<file path="config.mk">
export PLATFORM = sky130hd
export DESIGN_NAME = decoder_scan_nbit
export DESIGN_NICKNAME = d
export VERILOG_FILES = /design/src/rtl/decoder_scan_nbit_pkg.sv /design/src/rtl/decoder_scan_nbit_onehot_decoder.sv /design/src/rtl/decoder_scan_nbit.sv
export SDC_FILE = /design/constraint.sdc
export NUM_CORES = 1
export LEC_CHECK = 0
export ABC_AREA = 1
export CELL_PAD_IN_SITES_DETAIL_PLACEMENT = 0
export CELL_PAD_IN_SITES_GLOBAL_PLACEMENT = 2
export CORE_MARGIN = 2
export CORE_UTILIZATION = 27
export DETAILED_ROUTE_END_ITERATION = 10
export PLACE_DENSITY = 0.92
export SETUP_SLACK_MARGIN = 0.15
export SYNTH_ARGS = -nofsm -noshare
export SYNTH_HDL_FRONTEND = slang
export SYNTH_HIERARCHICAL = 1
export SYNTH_SLANG_ARGS = --single-unit
</file>
<file path="constraint.sdc">
create_clock -name clk -period 2.75 [get_ports clk]
set_input_delay 0.6875 -clock clk [delete_from_list [all_inputs] [get_ports clk]]
set_output_delay 0.6875 -clock clk [all_outputs]
set_load 0.1 [all_outputs]
</file>
<file path="src/rtl/decoder_scan_nbit_pkg.sv">
// Shared encodings for the registered one-hot decoder with direct and scan modes.
package decoder_scan_nbit_pkg;

    localparam logic [1:0] ST_IDLE   = 2'd0;
    localparam logic [1:0] ST_DIRECT = 2'd1;
    localparam logic [1:0] ST_SCAN   = 2'd2;

    localparam logic MODE_DIRECT = 1'b0;
    localparam logic MODE_SCAN   = 1'b1;

endpackage

</file>
<file path="src/rtl/decoder_scan_nbit_onehot_decoder.sv">
// Combinational SEL_W-to-2**SEL_W active-high one-hot decode.
module onehot_decoder #(
    parameter int SEL_W = 3
) (
    input  logic [SEL_W-1:0]      sel,
    output logic [(1<<SEL_W)-1:0] onehot
);

    // Compare the select against every line index
    always_comb begin
        onehot = '0;
        for (int i = 0; i < (1 << SEL_W); i++) begin
            if (sel == SEL_W'(i)) begin
                onehot[i] = 1'b1;
            end else begin
                onehot[i] = 1'b0;
            end
        end
    end

endmodule

</file>
<file path="src/rtl/decoder_scan_nbit.sv">
// Registered one-hot line decoder: direct decode of a qualified select, or an
// autonomous walking one-hot scan with a programmable dwell per line.
module decoder_scan_nbit
    import decoder_scan_nbit_pkg::*;
#(
    parameter int SEL_W      = 3,
    parameter int DWELL      = 4,
    parameter int ACTIVE_LOW = 0
) (
    input  logic                  clk,
    input  logic                  rst,
    input  logic                  en,
    input  logic                  mode,
    input  logic                  in_valid,
    input  logic [SEL_W-1:0]      in_lines,
    output logic [(1<<SEL_W)-1:0] out_lines,
    output logic                  out_valid,
    output logic [SEL_W-1:0]      cur_sel,
    output logic                  wrap
);

    localparam int               N_LINES   = 1 << SEL_W;
    localparam int               CNT_W     = $clog2(DWELL) + 1;
    localparam logic [CNT_W-1:0] CNT_LAST  = CNT_W'(DWELL - 1);
    localparam logic [SEL_W-1:0] SEL_LAST  = {SEL_W{1'b1}};
    localparam logic             POL       = (ACTIVE_LOW != 0);
    localparam logic [N_LINES-1:0] INACTIVE = {N_LINES{POL}};

    logic [1:0]         state_r;
    logic [1:0]         next_state_s;
    logic [CNT_W-1:0]   cnt_r;
    logic [CNT_W-1:0]   next_cnt_s;
    logic [SEL_W-1:0]   next_sel_s;
    logic               next_valid_s;
    logic               next_wrap_s;
    logic [N_LINES-1:0] onehot_s;

    // State selection depends only on en/mode, so an illegal state code self-heals
    always_comb begin
        next_state_s = ST_IDLE;
        if (!en) begin
            next_state_s = ST_IDLE;
        end else if (mode == MODE_SCAN) begin
            next_state_s = ST_SCAN;
        end else begin
            next_state_s = ST_DIRECT;
        end
    end

    // Next-cycle select, valid, wrap and dwell count for the target state
    always_comb begin
        next_sel_s   = cur_sel;
        next_valid_s = 1'b0;
        next_wrap_s  = 1'b0;
        next_cnt_s   = '0;
        case (next_state_s)
            ST_DIRECT: begin
                if (in_valid) begin
                    next_sel_s   = in_lines;
                    next_valid_s = 1'b1;
                end else if (state_r == ST_DIRECT) begin
                    next_valid_s = out_valid;
                end else begin
                    next_valid_s = 1'b0;
                end
            end
            ST_SCAN: begin
                next_valid_s = 1'b1;
                if (state_r != ST_SCAN) begin
                    next_sel_s = '0;
                end else if (cnt_r == CNT_LAST) begin
                    next_sel_s  = cur_sel + SEL_W'(1);
                    next_wrap_s = (cur_sel == SEL_LAST);
                end else begin
                    next_cnt_s = cnt_r + CNT_W'(1);
                end
            end
            default: begin
                next_valid_s = 1'b0;
            end
        endcase
    end

    onehot_decoder #(.SEL_W(SEL_W)) u_onehot (
        .sel    (next_sel_s),
        .onehot (onehot_s)
    );

    // Output and state registers; polarity is applied here so the decoder stays active-high
    always_ff @(posedge clk) begin
        if (rst) begin
            state_r   <= ST_IDLE;
            cnt_r     <= '0;
            cur_sel   <= '0;
            out_valid <= 1'b0;
            wrap      <= 1'b0;
            out_lines <= INACTIVE;
        end else begin
            state_r   <= next_state_s;
            cnt_r     <= next_cnt_s;
            cur_sel   <= next_sel_s;
            out_valid <= next_valid_s;
            wrap      <= next_wrap_s;
            if (next_valid_s) begin
                out_lines <= onehot_s ^ INACTIVE;
            end else begin
                out_lines <= INACTIVE;
            end
        end
    end

endmodule

</file>
==> flow_summary.ini <==
[synth]
ys_types = 15
ys_ff_latch = 18
synth_nets = 128
synth_area_leaders = dfxtp_1 45%, nand2_1 13%, nor2_1 12%
syn_avg_cell_area_um2 = 6.97
synth_warnings = 6
synth_area_leader_cell = dfxtp_1
yosysTopAreaCellShare_pct = 44.6
netlist_area_um2 = 808
syn_inst = 116
synth.yosys.seq_area_share_pct = 44.6

[global_routing]
grt_pass1_wl_um = 2600
antenna_found_initial = 0
grt_overflow = 0
grt_util_all_layers_pct = 10.1
grt_start_max_net_pins = 11
grt_pass1_vias = 645

[clock_tree]
cts_tree = built
clock_latency_ps = 280
clkSlewWorstSetupHoldPaths_ps = 100
htreeDepth = 1
cts_buffers = 3
ctsResizeCount = 0
cts_sinks = 18
cts_hold_buffers = 0
cts_setup_buffers = 0
clockBufferDepth = 2
clockRootBuffer = clkbuf_4

[critical_path]
worstSetupEndpointType = register
r2r_cells = 9
cp_top_family = simple AND/OR/NAND/NOR gates
r2r-end = out_lines[5]
crit_start = mode
cp-start-kind = input pin
path_common_cell = nor2_1
rrSetupSlack_ps = 1120
worstSetupPathType = input pin to register
critPathArrivalTime_ps = 2010
worstPathCellList = clkdlybuf4s50_1, nand2_1, nor2_1, nand2_1, nand3_2, inv_2, nor2_1, inv_1, nor2_1
slowest_delay_ps = 530
critPathCapture = out_lines[5]
regToRegStartpoint = cnt_r[0]
worstSetupPathDepth = 9
worstPathMaxFanout = 6
path_buf_inv = 3
crit_path_top_delay_cell = clkdlybuf4s50_1
crit_required_ps = 2980

[sta]
max_freq_mhz = 559
relSlewSlack_pct = 81.4
skew_ps = 5.18
tns_ps = 0
worstMarginPinSlew_ps = 281
rsz0062_at_grt = false
finalHoldViolCount = 0
timing.final.crit_share_pct = 65.0
min_period_ps = 1790
slew_violations = 0
setup_violations = 0

[hold_path]
hold_path.class = register to register

[route]
wl_um = 1530
first_pass_iters = 4
ant_nets = 0
wl_per_cell_um = 8.97
drt-initial-drc-count = 20
vias = 727
drc = 0
vias_per_cell = 4.25

[pwr]
p_sw_mw = 0.134
p_leak_nw = 0.535
finalPower_mw = 0.503
internal-power_mw = 0.369
p_clk_share_pct = 31.3
swShare_pct = 26.6
power.density_nw_per_um2 = 479
comb_power_share_pct = 15.3
seqPwrFrac_pct = 53.4
ir_drop_v = 0.000245

[layout]
finalNonFillerCells = 171
fin_area_um2 = 1050
area_delta_synth_final_pct = 30.0
drive_gt1_share_pct = 19.3
antenna_cells = 0
nNetsFinal = 153

[die]
die_height_um = 58.7
die_area_um2 = 3450
die-width_um = 58.7
core_area_um2 = 2810
rows = 19
start_util_pct = 28.8
io_pins = 21

[placement]
dp_cells = 167
numPortBuffers = 20
finalWeightedCongestion = 0.824
placed_cell_area_um2 = 1010
dp_hpwl_um = 1250

[outcome]
status = finished, final reports clean

[job]
drv_cap = 0
## cell usage after synthesis
library cell	count
clkinv_1	2
nor3_1	1
nor2_2	1
nand2_1	27
ha_1	4
nand3_2	4
o211ai_1	1
inv_1	22
nand3_1	3
nor2_1	25
inv_2	4
nand2_2	1
o21ai_0	2
dfxtp_1	18
nand3b_1	1
## power by group through the flow
stage / clock network, mW / logic, mW / registers (mW)
finish: 0.157 / 0.0770 / 0.269
detailed placement: 0 / 0.0776 / 0.275
floorplan: 0 / 0.0262 / 0.302
global route: 0.173 / 0.0840 / 0.270
global placement: 0 / 0.0783 / 0.275
CTS: 0.164 / 0.0778 / 0.269
## final cells by class
class,count,area (um2)
multi-input cells,70,343
flip-flops and latches,18,360
clock buffers,4,36.3
repair buffers,20,168
well taps,31,38.8
fillers,312,1750
inverters,28,105
## how the worst min path moves through the flow
stage	startpoint	end	depth (start not counted)
floorplan	cnt_r[0]	cnt_r[0]	1
global placement	cnt_r[0]	cnt_r[0]	1
detailed placement	cnt_r[0]	cnt_r[0]	1
CTS	cnt_r[0]	cnt_r[0]	1
global route	cnt_r[0]	cnt_r[0]	1
finish	cnt_r[0]	cnt_r[0]	1
## flip-flops by register name, indices dropped and copies added (netlist names)
name / count
out_lines: 8
cnt_r: 3
cur_sel: 3
state_r: 2
out_valid: 1
wrap: 1
## placed cells by master, fill, tap and decap left out
master	n
buf_4	13
clkbuf_4	3
clkbuf_8	1
clkdlybuf4s50_1	7
clkinv_1	2
dfxtp_1	18
ha_1	4
inv_1	22
inv_2	4
nand2_1	27
nand2_2	1
nand3_1	3
nand3_2	4
nand3b_1	1
nor2_1	25
nor2_2	1
nor3_1	1
o211ai_1	1
o21ai_0	2
## per-layer routing
layer | vias up | global-route usage [%] | wire length [um]
met4 | 0 | 2.92 | 17
met3 | 2 | 4.40 | 90
met1 | 320 | 12.0 | 705
met5 | - | 0 | 0
li1 | 390 | - | -
met2 | 15 | 16.5 | 721
## worst reg2reg max path, delay by kind of cell (launching register included)
family	cells	cell delay [ps]
fa+ha+maj	2	460
simple gates	4	420
buf+inv	2	110
flops	1	320
compound gates	1	260
## stage by stage
step | setup slack [ps] | utilization (%) | hold slack (ps)
final | 962 | 37.5 | 424
after global routing | 813 | 37.5 | 464
after CTS | 979 | 37.5 | 429
after detailed placement | 672 | 36.2 | 414
after global placement | 647 | 36.2 | 407
after floorplan | 649 | - | 399
## kinds of logic (layout without fill, tap and decap cells)
kind of cell,count (synthesis),in the layout,synth area share [%]
buffers and inverters,28,52,13.0
adders and majority gates,4,4,6.19
DFF,18,18,44.6
and+or+nand+nor,63,63,34.1
AOI/OAI and AO/OA,3,3,2.17
Note: power is estimated with default switching activity, not from simulation.
